===== src/rtl/minmax_pkg.sv =====
// Shared definitions for the min/max window tracker.
//   state_t   : tracker FSM states (IDLE, COLLECT, HOLD)
//   W_DEF     : default sample width in bits
//   N_MAX_DEF : default largest legal window length
package minmax_pkg;

    localparam int unsigned W_DEF     = 8;
    localparam int unsigned N_MAX_DEF = 16;

    typedef enum logic [1:0] {
        IDLE    = 2'd0,
        COLLECT = 2'd1,
        HOLD    = 2'd2
    } state_t;

endpackage


===== src/rtl/mag_cmp.sv =====
// Unsigned magnitude comparator, purely combinational.
//   a, b    : W-bit unsigned operands
//   greater : a > b
//   less    : a < b   (both flags low when a == b)
module mag_cmp #(
    parameter int unsigned W = 8
) (
    input  logic [W-1:0] a,
    input  logic [W-1:0] b,
    output logic         greater,
    output logic         less
);

    assign greater = (a > b);
    assign less    = (a < b);

endmodule


===== src/rtl/minmax_tracker.sv =====
// Running maximum/minimum tracker over a programmable window of unsigned
// samples. A window is opened with start/win_len in IDLE, samples are taken
// over a valid/ready handshake in COLLECT, and the result is held on a
// valid/ready output port in HOLD until the consumer takes it.
//   clk, rst            : clock, asynchronous active-high reset
//   start, win_len      : window request and its length (1..N_MAX)
//   in_valid/in_ready   : sample handshake, in_data is the sample
//   out_valid/out_ready : result handshake
//   out_max, out_min    : extremes of the window
//   out_max_idx/min_idx : 0-based index of the first occurrence of each
//   busy                : high in COLLECT or HOLD
//   err                 : one-cycle pulse when start carries an illegal win_len
module minmax_tracker
    import minmax_pkg::*;
#(
    parameter int unsigned W     = W_DEF,
    parameter int unsigned N_MAX = N_MAX_DEF,
    parameter int unsigned CNT_W = $clog2(N_MAX + 1)
) (
    input  logic             clk,
    input  logic             rst,
    input  logic             start,
    input  logic [CNT_W-1:0] win_len,
    input  logic             in_valid,
    output logic             in_ready,
    input  logic [W-1:0]     in_data,
    output logic             out_valid,
    input  logic             out_ready,
    output logic [W-1:0]     out_max,
    output logic [W-1:0]     out_min,
    output logic [CNT_W-1:0] out_max_idx,
    output logic [CNT_W-1:0] out_min_idx,
    output logic             busy,
    output logic             err
);

    localparam logic [CNT_W-1:0] ZERO_C  = {CNT_W{1'b0}};
    localparam logic [CNT_W-1:0] ONE_C   = {{(CNT_W-1){1'b0}}, 1'b1};
    localparam logic [CNT_W-1:0] N_MAX_C = CNT_W'(N_MAX);

    state_t           state_r;
    logic [CNT_W-1:0] count_r;
    logic [CNT_W-1:0] len_r;
    logic [W-1:0]     max_r;
    logic [W-1:0]     min_r;
    logic [CNT_W-1:0] max_idx_r;
    logic [CNT_W-1:0] min_idx_r;
    logic             in_ready_r;
    logic             out_valid_r;
    logic             busy_r;
    logic             err_r;

    logic             gt_max_s;
    logic             lt_max_s;
    logic             gt_min_s;
    logic             lt_min_s;
    logic             accept_s;
    logic             win_ok_s;
    logic             last_s;

    // Sample against the current maximum; only the strict-greater flag is used.
    mag_cmp #(.W(W)) u_cmp_max (
        .a       (in_data),
        .b       (max_r),
        .greater (gt_max_s),
        .less    (lt_max_s)
    );

    // Sample against the current minimum; only the strict-less flag is used.
    mag_cmp #(.W(W)) u_cmp_min (
        .a       (in_data),
        .b       (min_r),
        .greater (gt_min_s),
        .less    (lt_min_s)
    );

    // Handshake qualification and window-length legality.
    always_comb begin
        accept_s = 1'b0;
        win_ok_s = 1'b0;
        last_s   = 1'b0;
        if (state_r == COLLECT) begin
            accept_s = in_valid && in_ready_r;
        end else begin
            accept_s = 1'b0;
        end
        if ((win_len != ZERO_C) && (win_len <= N_MAX_C)) begin
            win_ok_s = 1'b1;
        end else begin
            win_ok_s = 1'b0;
        end
        if (count_r == (len_r - ONE_C)) begin
            last_s = 1'b1;
        end else begin
            last_s = 1'b0;
        end
    end

    // Tracker FSM with all outputs registered; the result registers keep
    // their values through IDLE until the next window's first accept.
    always_ff @(posedge clk or posedge rst) begin
        if (rst) begin
            state_r     <= IDLE;
            count_r     <= ZERO_C;
            len_r       <= ZERO_C;
            max_r       <= {W{1'b0}};
            min_r       <= {W{1'b0}};
            max_idx_r   <= ZERO_C;
            min_idx_r   <= ZERO_C;
            in_ready_r  <= 1'b0;
            out_valid_r <= 1'b0;
            busy_r      <= 1'b0;
            err_r       <= 1'b0;
        end else begin
            err_r <= 1'b0;
            case (state_r)
                IDLE: begin
                    if (start) begin
                        if (win_ok_s) begin
                            len_r      <= win_len;
                            count_r    <= ZERO_C;
                            state_r    <= COLLECT;
                            in_ready_r <= 1'b1;
                            busy_r     <= 1'b1;
                        end else begin
                            err_r <= 1'b1;
                        end
                    end
                end
                COLLECT: begin
                    if (accept_s) begin
                        count_r <= count_r + ONE_C;
                        if (count_r == ZERO_C) begin
                            max_r     <= in_data;
                            min_r     <= in_data;
                            max_idx_r <= ZERO_C;
                            min_idx_r <= ZERO_C;
                        end else begin
                            // Strict compares so ties keep the earliest index.
                            if (gt_max_s) begin
                                max_r     <= in_data;
                                max_idx_r <= count_r;
                            end
                            if (lt_min_s) begin
                                min_r     <= in_data;
                                min_idx_r <= count_r;
                            end
                        end
                        if (last_s) begin
                            state_r     <= HOLD;
                            in_ready_r  <= 1'b0;
                            out_valid_r <= 1'b1;
                        end
                    end
                end
                HOLD: begin
                    if (out_ready) begin
                        state_r     <= IDLE;
                        out_valid_r <= 1'b0;
                        busy_r      <= 1'b0;
                    end
                end
                default: begin
                    state_r     <= IDLE;
                    in_ready_r  <= 1'b0;
                    out_valid_r <= 1'b0;
                    busy_r      <= 1'b0;
                end
            endcase
        end
    end

    assign in_ready    = in_ready_r;
    assign out_valid   = out_valid_r;
    assign out_max     = max_r;
    assign out_min     = min_r;
    assign out_max_idx = max_idx_r;
    assign out_min_idx = min_idx_r;
    assign busy        = busy_r;
    assign err         = err_r;

endmodule


===== config.mk =====
export PLATFORM = sky130hd
export DESIGN_NAME = minmax_tracker
export DESIGN_NICKNAME = d
export VERILOG_FILES = /design/src/rtl/minmax_pkg.sv /design/src/rtl/mag_cmp.sv /design/src/rtl/minmax_tracker.sv
export SDC_FILE = /design/constraint.sdc
export NUM_CORES = 1
export LEC_CHECK = 0
export BUFFER_PORTS_ARGS = -buffer_cell sky130_fd_sc_hd__buf_4
export CAP_MARGIN = 5
export CORE_ASPECT_RATIO = 1.2
export CORE_MARGIN = 2
export CORE_UTILIZATION = 45
export DETAILED_ROUTE_END_ITERATION = 7
export GPL_TIMING_DRIVEN = 0
export PLACE_DENSITY = 0.67
export SKIP_CTS_REPAIR_TIMING = 1
export SYNTH_ARGS = -nofsm -noshare
export SYNTH_HDL_FRONTEND = slang
export SYNTH_SLANG_ARGS = --single-unit
export TNS_END_PERCENT = 100

===== constraint.sdc =====
create_clock -name clk -period 2.8 [get_ports clk]
set_input_delay 0 -clock clk [delete_from_list [all_inputs] [get_ports clk]]
set_output_delay 0 -clock clk [all_outputs]
set_load 0.05 [all_outputs]

After elaboration in Yosys (flattened, before gate mapping)

Index checks and enable logic that the tools add are counted.

$add $sub $neg: 2
Order comparisons: 3
Equality and inequality tests: 8
Multiplexer cells: 34
Bitwise operators: 3
Reductions and logical operators: 16

Operators by type and width:

| cell                | number |
|---|---|
| $mux 5              | 7 |
| $mux 8              | 4 |
| $mux 1              | 13 |
| $reduce_and 4->1    | 3 |
| $mux 2              | 5 |
| $ne 2x2->1 const B  | 5 |
| $pmux 5 s2          | 1 |
| $reduce_and 5->1    | 2 |
| $pmux 1 s3          | 3 |
| $reduce_and 3->1    | 3 |
| $gt 8x8->1          | 1 |
| $lt 8x8->1          | 1 |
| $pmux 2 s3          | 1 |
| $reduce_bool 2->1   | 3 |
| $add 5x1->5 const B | 1 |
| $eq 5x5->1          | 1 |
| $le 5x5->1 const B  | 1 |
| $logic_not 5->1     | 1 |
| $reduce_bool 5->1   | 1 |
| $sub 5x1->5 const B | 1 |
| $not 1->1           | 3 |
| $eq 2x1->1 const B  | 1 |
| $eq 2x2->1 const B  | 1 |
| $logic_and 1x1->1   | 2 |
| $logic_not 2->1     | 1 |

Bits in registers: 42
Input port bits: 18
Output and inout port bits: 30

Longest topological paths before layout

Gate-level depths: netlist (run 1).

Depth in word-level cells: 6
Depth in mapped cells: 8

By module

Synthesis (run 1) repeated with hierarchy kept, for this count alone.

Cells, all modules: 225
Area total of the unflattened synthesis: 2,377.3 µm²

By module, submodules not included:

| module         | instances | cells each | area an instance (µm²) |
|---|---|---|---|
| minmax_tracker | 1         | 167        | 1,954.4 |
| mag_cmp        | 2         | 29         | 211.5 |

Worst setup path after synthesis (run 1)

Ideal clock, no wire load.

Path kind: register to register
From: register min_r[1], in the netlist out_min[1]
To: register min_r[0], in the netlist out_min[0]
Setup time: 0.125 ns
Arrival: 2.171 ns
Required time: 2.675 ns
Slack: 0.503 ns
Stages on the path, launching flop included: 8
Path buffers: 1
Clock period less this slack: 2.297 ns
Cell sequence: dfrtp_1 -> inv_1 -> ha_1 -> a2111oi_0 -> nor3_1 -> a31oi_4 -> buf_12 -> mux2_4

Word-level cells in the longest chain between the ends: 3

RTL lines:

| item                        | line                  | text |
|---|---|---|
| from (decl)                 | minmax_tracker.sv:45  | `logic [W-1:0] min_r;` |
| from (signal assigned)      | minmax_tracker.sv:107 | `min_r <= {W{1'b0}};` |
| from (signal assigned)      | minmax_tracker.sv:135 | `min_r <= in_data;` |
| from (signal assigned)      | minmax_tracker.sv:145 | `min_r <= in_data;` |
| $lt 8x8->1                  | mag_cmp.sv:15         | `assign less = (a < b);` |
| $reduce_bool 2->1 (no line) | -                     |  |
| $reduce_and 3->1 (no line)  | -                     |  |

Every way passes these cells.
A chain may end at the register's enable or synchronous reset.

Worst setup path after layout (run 1)

From: register count_r[0]
To: register min_r[1], in the netlist out_min[1]

Word-level cells in the longest chain between the ends: 3
Elaborated cells on any way between the ends: 4
Those cells by class: 1 x mux; 3 x reduce/logical

RTL lines:

| item                        | line                  | text |
|---|---|---|
| from (decl)                 | minmax_tracker.sv:42  | `logic [CNT_W-1:0] count_r;` |
| from (signal assigned)      | minmax_tracker.sv:132 | `count_r <= count_r + ONE_C;` |
| $logic_not 5->1 (*)         | minmax_tracker.sv:133 | `if (count_r == ZERO_C) begin` |
| $reduce_bool 2->1 (no line) | -                     |  |
| $reduce_and 3->1 (no line)  | -                     |  |

Every way passes the cells marked *; elsewhere a longest branch is shown, timed or not.

==> results of run 1 <==
## kinds of logic (layout without fill, tap and decap cells)
logic type      count (synthesis)  count (layout)  share of synthesized area [%]
simple gates                   51              51                           11.3
fa+ha+maj                      18              18                           9.34
mux                            14              14                           7.78
buf+inv                        30             101                           6.28
flops                          42              42                           43.6
compound gates                 58              58                           18.5
xor+xnor                        9               9                           3.27
## cells in the mapped netlist, drive strengths merged, types with 3 or more instances
cell type  number  area, um2
dfrtp          42       1050
a22o           12        105
nand2          16       60.1
a221o           8       80.1
xor2            5       43.8
o21ai          13       65.1
nor3            3       15.0
nor2           11       41.3
clkbuf          3       11.3
mux2           14        188
a21o            3       22.5
a31oi           4       40.0
o211ai          4       30.0
and3            3       20.0
ha             18        225
buf             4       53.8
xnor2           4       35.0
a21oi           7       35.0
nor2b           4       25.0
inv            23       86.3
## sequential cells by signal, summed over array words and instances (netlist names)
| name | cells |
|---|---|
| out_max | 8 |
| out_min | 8 |
| count_r | 5 |
| len_r | 5 |
| out_max_idx | 5 |
| out_min_idx | 5 |
| state_r | 2 |
| busy | 1 |
| err | 1 |
| in_ready | 1 |
| out_valid | 1 |
## worst max path at each step
stage | startpoint | endpoint | slack, ps | cells after the start
global placement | out_min[1] | out_min[1] | 450 | 7
finish | count_r[0] | out_min[1] | 470 | 8
global route | count_r[0] | out_min[1] | 330 | 8
detailed placement | out_min[1] | out_min_idx[4] | 440 | 7
floorplan | out_min[1] | out_min[0] | 500 | 7
CTS | out_min[1] | out_min[1] | 430 | 7
## worst max-delay path, delay by kind of cell (launching register included)
family          cells  cell delay, ps
buf+inv             3             430
flops               1             480
simple gates        1             440
compound gates      2             420
fa+ha+maj           1             130
mux                 1             300
## through the flow
step           power (mW)  area [um2]
6_report             3.90        3120
5_1_grt              4.17        3120
4_1_cts              3.93        2970
3_5_place_dp         3.43        2860
3_3_place_gp         3.38        2840
2_1_floorplan        2.82        2410
## metal layers
layer | vias up | GRT usage [%]
li1 | 937 | -
met1 | 901 | 21.8
met2 | 36 | 32.2
met3 | 6 | 3.48
met4 | 0 | 7.20
met5 | - | 0
## layout make-up
cell class,count,area [um2]
Sequential cell,42,1050
Timing Repair Buffer,63,523
Tap cell,62,77.6
Buffer,7,65.1
Fill cell,456,2100
Clock inverter,3,40.0
Clock buffer,5,68.8
Multi-Input combinational cell,150,1210
Inverter,23,86.3
## power by group through the flow
stage               logic (mW)  registers, mW  clock network, mW
CTS                       2.31           1.12              0.500
floorplan                 1.09           1.72                  0
global placement          2.25           1.13                  0
global route              2.49           1.16              0.519
detailed placement        2.30           1.13                  0
finish                    2.30           1.12              0.484
==> flow_summary_export.csv, run 1 <==
group,metric,value,unit
critical_path,crit_fanout,10,
critical_path,criticalPathCategory,"reg2reg",
power_and_ir_drop,pwr-share-seq,28.7,%
final_layout,drive_gt1_share,27.6,%
grt,grt_max_degree,33,
sta,slew_viol_final,0,
power_and_ir_drop,pwr-share-clk,12.4,%
sta,hold_slack,33.7,ps
clock_tree,htreeDepth,2,
sta,fin_skew,11.8,ps
hold_path,hp-class,"in2reg",
logic_synthesis,netlist_instances,222,
place,numPortBuffers,47,
sta,worst_slew_pin_slew,583,ps
critical_path,cp_cell_sequence,"inv_1, ha_1, or4b_1, buf_6, a21o_1, a31oi_4, buf_12, mux2_4",
critical_path,worstSetupStartpointType,"flop",
logic_synthesis,ys_seq_area_share,43.6,%
route,drc,0,
route,top_layer,"met4",
place,routabilityCongestion,0.770,
clock_tree,cts_buffer_depth,2,
place,place_ws,439,ps
route,wl_met1,2260,um
sta,post-route-period-util,83.1,%
route,dr_wl_met3,146,um
floorplan,row_count,29,
critical_path,rr_startpoint,"count_r[0]",
sta,rsz0062_at_grt,"false",
final_layout,area_delta_synth_final,29.4,%
final_layout,layout_common_cells,"buf_4, dfrtp_1, inv_1",
clock_tree,cts.sinks,42,
route,ant_nets,0,
critical_path,r2r_cells,8,
power_and_ir_drop,peakVddDrop,0.545,mV
hold_path,holdPathStages,3,
critical_path,critPathSlowestCell,"dfrtp_1",
power_and_ir_drop,p_leak,1.53,nW
clock_tree,cts_tree,"done",
critical_path,end_kind,"flop",
floorplan,pin_count,48,
status,status,"finished clean",
floorplan,core,0.00523,mm2
final_layout,fin_cells,355,
power_and_ir_drop,p_sw_share,47.1,%
hold_path,hp-start,"start",
logic_synthesis,async_flop_share,100,%
logic_synthesis,syn_nets,258,
logic_synthesis,synth_warnings,0,
sta,setup_ws,473,ps
sta,hold_violations,0,
grt,grt_pass1_wl,8670,um
final_layout,utilization,59.7,%
run,maxCapViolations,0,
sta,tns,0,ps
logic_synthesis,syn_avg_cell_area,10.9,um2
route,first_pass_iters,4,
final_layout,nets,328,
logic_synthesis,synth-seq-cells,42,
logic_synthesis,ys.flop_type,"dfrtp_1",
final_layout,antennaDiodeCount,0,
floorplan,die_y,84.2,um
grt,grt.overflow.total,0,
clock_tree,cts_made_buffers,5,
clock_tree,clockRootBuffer,"clkbuf_8",
logic_synthesis,synth_edf_count,0,
hold_path,min_to,"state_r[0]",
floorplan,die_w,70.8,um
floorplan,die_area,0.00596,mm2
route,wl_met2,2820,um
clock_tree,cts.clk_slew.worst_paths,80,ps
power_and_ir_drop,combPwrFrac,58.9,%
critical_path,regToRegSetupSlack,470,ps
critical_path,timing.rr.end,"out_min[1]",
grt,antenna_found_initial,0,
place,dp_hpwl,3780,um
critical_path,cp.required,2990,ps
floorplan,initial_core_util,46.2,%
critical_path,slowest_delay,480,ps
sta,setup_viol,0,
route,wl_per_cell,14.9,um
logic_synthesis,synth.distinct_cells,41,
sta,period_minus_slack,2330,ps
power_and_ir_drop,p_switching,1.84,mW
route,route.vias.total,1880,
sta,max_freq,0.430,GHz
power_and_ir_drop,power.internal,2.06,mW
grt,grt_pass1_vias,1910,
power_and_ir_drop,power_density,1250,mW/mm2
clock_tree,insertion_delay,300,ps
route,wl,5300,um
sta,maxSlewHeadroom,60.1,%
grt,grt_usage,18.3,%
final_layout,final_common_cell,"buf_4",
route,drt_iter0_drc,55,
place,place_inst,332,
route,viasPerCell,5.30,
logic_synthesis,syn-cell-area,0.00241,mm2
critical_path,cp.arrival,2510,ps
Note: power is estimated with default switching activity, not from simulation.
==> inputs of run 2 (changes only) <==
PLACE_DENSITY = 0.7   (was 0.67)
clock period = 2.1 ns   (was 2.8 ns; I/O delays follow)
==> flow_summary_export.csv, run 2 (synthesized netlist as in run 1, its figures left out) <==
group,metric,value,unit
final_layout,layout_common_cells,"buf_4, dfrtp_1, inv_1",
floorplan,pin_count,48,
final_layout,drive_gt1_share,37.2,%
power_and_ir_drop,peakVddDrop,0.782,mV
hold_path,hp-class,"in2reg",
sta,maxSlewHeadroom,42.0,%
sta,fin_skew,8.84,ps
clock_tree,cts.clk_slew.worst_paths,80,ps
clock_tree,insertion_delay,300,ps
place,place_ws,-295,ps
critical_path,worstSetupStartpointType,"flop",
sta,rsz0062_at_grt,"true",
sta,tns,-1470,ps
status,status,"finished, violations left",
sta,setup_viol,19,
final_layout,area_delta_synth_final,38.6,%
route,first_pass_iters,5,
route,drc,0,
place,routabilityCongestion,0.776,
floorplan,die_w,70.8,um
clock_tree,clockRootBuffer,"clkbuf_8",
sta,max_freq,0.454,GHz
clock_tree,htreeDepth,2,
floorplan,die_area,0.00596,mm2
route,wl_per_cell,15.4,um
route,route.vias.total,2011,
route,drt_iter0_drc,84,
grt,grt.overflow.total,0,
critical_path,criticalPathCategory,"reg2reg",
sta,worst_slew_pin_slew,868,ps
place,dp_hpwl,3830,um
critical_path,cp.arrival,2380,ps
sta,hold_violations,0,
final_layout,nets,344,
floorplan,row_count,29,
grt,grt_usage,17.6,%
sta,setup_ws,-102,ps
route,ant_nets,0,
run,maxCapViolations,0,
grt,grt_pass1_wl,8430,um
clock_tree,cts.sinks,42,
grt,grt_pass1_vias,1778,
critical_path,cp.required,2280,ps
clock_tree,cts_tree,"done",
status,violations,"negative setup slack",
floorplan,die_y,84.2,um
clock_tree,cts_made_buffers,5,
route,viasPerCell,5.42,
power_and_ir_drop,total_power,5.76,mW
grt,grt_max_degree,43,
power_and_ir_drop,power_density,1720,mW/mm2
place,numPortBuffers,47,
power_and_ir_drop,p_leak,1.63,nW
critical_path,crit_fanout,5,
sta,slew_viol_final,0,
critical_path,end_kind,"flop",
grt,antenna_found_initial,0,
sta,period_minus_slack,2200,ps
clock_tree,cts_buffer_depth,2,
final_layout,final_common_cell,"buf_4",
route,wl,5710,um
final_layout,antennaDiodeCount,0,
floorplan,core,0.00523,mm2
floorplan,initial_core_util,46.2,%
sta,post-route-period-util,105,%
[run 2: cell types whose count changed in the layout (fill, tap and decap cells not counted), moves of 2 or more]
cell / before / now
dfrtp_1: 42 / 30
mux2_2: 6 / 4
buf_6: 3 / 5
mux2_4: 8 / 10
clkinv_2: 2 / 0
dfrtp_2: 0 / 12
buf_4: 47 / 61
[run 2: path summary, 6_finish.rpt]
kind	slack (ps)	cells past startpoint	from	end
setup / recovery	-100	8	count_r[0]	out_min[5]
hold / removal	10	3	start	state_r[0]
setup reg to reg	-100	8	count_r[0]	out_min[5]
hold reg to reg	490	1	busy	busy
max in group asynchronous	1060	3	rst	count_r[0]
min in group asynchronous	440	3	rst	out_min_idx[4]
[run 2: critical path: stages, from the launching register on]
cell     delay, ps
dfrtp_2        430
inv_1           70
ha_1           140
or4b_4         500
a21o_1         230
a31oi_4        160
buf_6          150
buf_12         130
mux2_4         290
[run 2: report_power, final]
part | switching, mW | total [mW] | leakage, nW | internal, mW
logic | 1.96 | 3.45 | 1.06 | 1.49
clock network | 0.292 | 0.799 | 0.0714 | 0.507
registers | 0.329 | 1.51 | 0.496 | 1.18
[run 2: area by class of cell]
class                      count  area (um2)
clock buffer                   6        82.6
multi-input combinational    150        1250
sequential                    42        1070
timing repair buffer          80         667
tap                           62        77.6
buffer                         6        57.6
clock inverter                 2        60.1
inverter                      23        86.3
fill                         435        1880
[run 2: per-stage QoR]
stage	cells	hold WS (ps)	util [%]	instance area, um2
after CTS	339	-84.9	57.5	3000
after global placement	331	213	54.7	2860
after floorplan	222	117	-	2430
after detailed placement	331	225	54.7	2860
after global routing	371	36.2	64.0	3340
final	371	14.7	64.0	3340
[run 2: layer usage]
metal	wire length, um	up-vias	part of all wire (%)	global-route usage, %
met4	80	0	1.4	3.09
met5	0	-	0	0
met1	2290	969	40	21.7
met3	258	10	4.5	3.84
met2	3080	60	54	31.8
li1	-	972	-	-
==> inputs of run 3 (changes only) <==
CORE_UTILIZATION = 44   (was 45)
PLACE_DENSITY = 0.66   (was 0.7)
clock period = 2.5 ns   (was 2.1 ns; I/O delays follow)
==> flow_summary_export.csv, run 3 (synthesized netlist as in run 1, its figures left out) <==
group,metric,value,unit
critical_path,end_kind,"flop",
place,routabilityCongestion,0.742,
critical_path,crit_family,"flip-flops",
clock_tree,cts.sinks,42,
clock_tree,cts_tree,"done",
critical_path,cp_cell_sequence,"inv_1, ha_1, or4b_1, buf_6, a21o_1, a31oi_4, buf_12, mux2_4",
clock_tree,cts.clk_slew.worst_paths,80,ps
grt,grt_pass1_wl,8350,um
grt,grt_max_degree,43,
critical_path,cp.arrival,2530,ps
sta,hold_violations,1,
route,ant_nets,0,
sta,worst_slew_pin_slew,870,ps
sta,maxSlewHeadroom,41.9,%
power_and_ir_drop,peakVddDrop,0.649,mV
sta,max_freq,0.427,GHz
place,numPortBuffers,47,
grt,grt_pass1_vias,1819,
route,wl_per_cell,14.4,um
final_layout,nets,326,
route,drc,0,
final_layout,area_delta_synth_final,29.6,%
clock_tree,htreeDepth,2,
final_layout,final_common_cell,"buf_4",
final_layout,layout_common_cells,"buf_4, dfrtp_1, inv_1",
floorplan,die_w,71.6,um
critical_path,cp.buffers_inverters,3,
clock_tree,cts_made_buffers,5,
critical_path,criticalPathCategory,"reg2reg",
route,viasPerCell,5.28,
hold_path,hp-class,"in2reg",
grt,antenna_found_initial,0,
floorplan,initial_core_util,45.5,%
sta,rsz0062_at_grt,"false",
sta,post-route-period-util,93.7,%
final_layout,fin_cells,353,
clock_tree,clockRootBuffer,"clkbuf_8",
critical_path,worstSetupStartpointType,"flop",
critical_path,slowest_delay,480,ps
floorplan,core,0.00530,mm2
floorplan,die_y,85.1,um
grt,grt.overflow.total,0,
grt,grt_usage,17.5,%
critical_path,critPathSlowestCell,"dfrtp_1",
route,wl,5090,um
sta,setup_viol,0,
route,route.vias.total,1863,
place,dp_hpwl,3710,um
sta,period_minus_slack,2340,ps
sta,fin_skew,6.54,ps
status,status,"finished, violations left",
critical_path,cp.required,2690,ps
route,drt_iter0_drc,58,
sta,tns,0,ps
final_layout,drive_gt1_share,27.5,%
critical_path,crit_fanout,10,
floorplan,row_count,29,
floorplan,pin_count,48,
sta,slew_viol_final,0,
power_and_ir_drop,power_density,1440,mW/mm2
run,maxCapViolations,0,
final_layout,antennaDiodeCount,0,
status,violations,"negative hold slack",
route,first_pass_iters,4,
clock_tree,insertion_delay,300,ps
sta,hold_slack,-9.10,ps
clock_tree,cts_buffer_depth,2,
floorplan,die_area,0.00609,mm2
power_and_ir_drop,p_leak,1.53,nW
place,place_inst,331,
run 3: cell count changes in the layout (fill, tap and decap cells not counted), sizes merged:
cell         before  now
clkbuf           10    9
buf              67   51
dlygate4sd3      15   14
run 3: area by class of cell:
class | instances | area [um2]
sequential | 42 | 1050
clock buffer | 6 | 82.6
multi-input combinational | 150 | 1210
inverter | 23 | 86.3
fill | 477 | 2170
timing repair buffer | 61 | 493
tap | 62 | 77.6
buffer | 7 | 65.1
clock inverter | 2 | 60.1
run 3: metrics by stage:
stage	hold WS (ps)	power, mW	util [%]	cell area (um2)	worst slack (ps)
2_1_floorplan	117	3.16	-	2410	203
3_5_place_dp	221	3.84	53.7	2840	146
3_3_place_gp	213	3.79	53.7	2840	166
4_1_cts	-91.9	4.52	56.4	2990	131
6_report	-9.10	4.49	59.0	3130	157
5_1_grt	28.8	4.79	59.0	3130	14.3
run 3: tightest hold or removal path, cell delays in order:
cell and delay, ps:
buf_4 80, nor2_1 30, nand2_1 50, o21ai_0 80
run 3: path summary, 6_finish.rpt:
kind,slack [ps],cells past startpoint,end,start
max in group asynchronous,1510,3,out_min_idx[4],rst
min reg2reg,500,2,out_valid,out_valid
max reg2reg,160,8,out_min[1],count_r[0]
min in group asynchronous,450,3,err,rst
min,-9,4,state_r[1],out_ready
max,160,8,out_min[1],count_r[0]
run 3: report_power, final:
| group | switching [mW] | internal [mW] | leakage [nW] |
|---|---|---|---|
| registers | 0.279 | 0.973 | 0.505 |
| logic | 1.53 | 1.04 | 0.949 |
| clock network | 0.242 | 0.426 | 0.0714 |
run 3: per-layer routing:
| metal | track usage [%] | vias up | share of wire (%) |
|---|---|---|---|
| li1 | - | 937 | - |
| met1 | 20.6 | 883 | 43 |
| met2 | 31.5 | 37 | 53 |
| met3 | 3.33 | 6 | 3.4 |
| met4 | 5.66 | 0 | 1.3 |
| met5 | 0 | - | 0 |
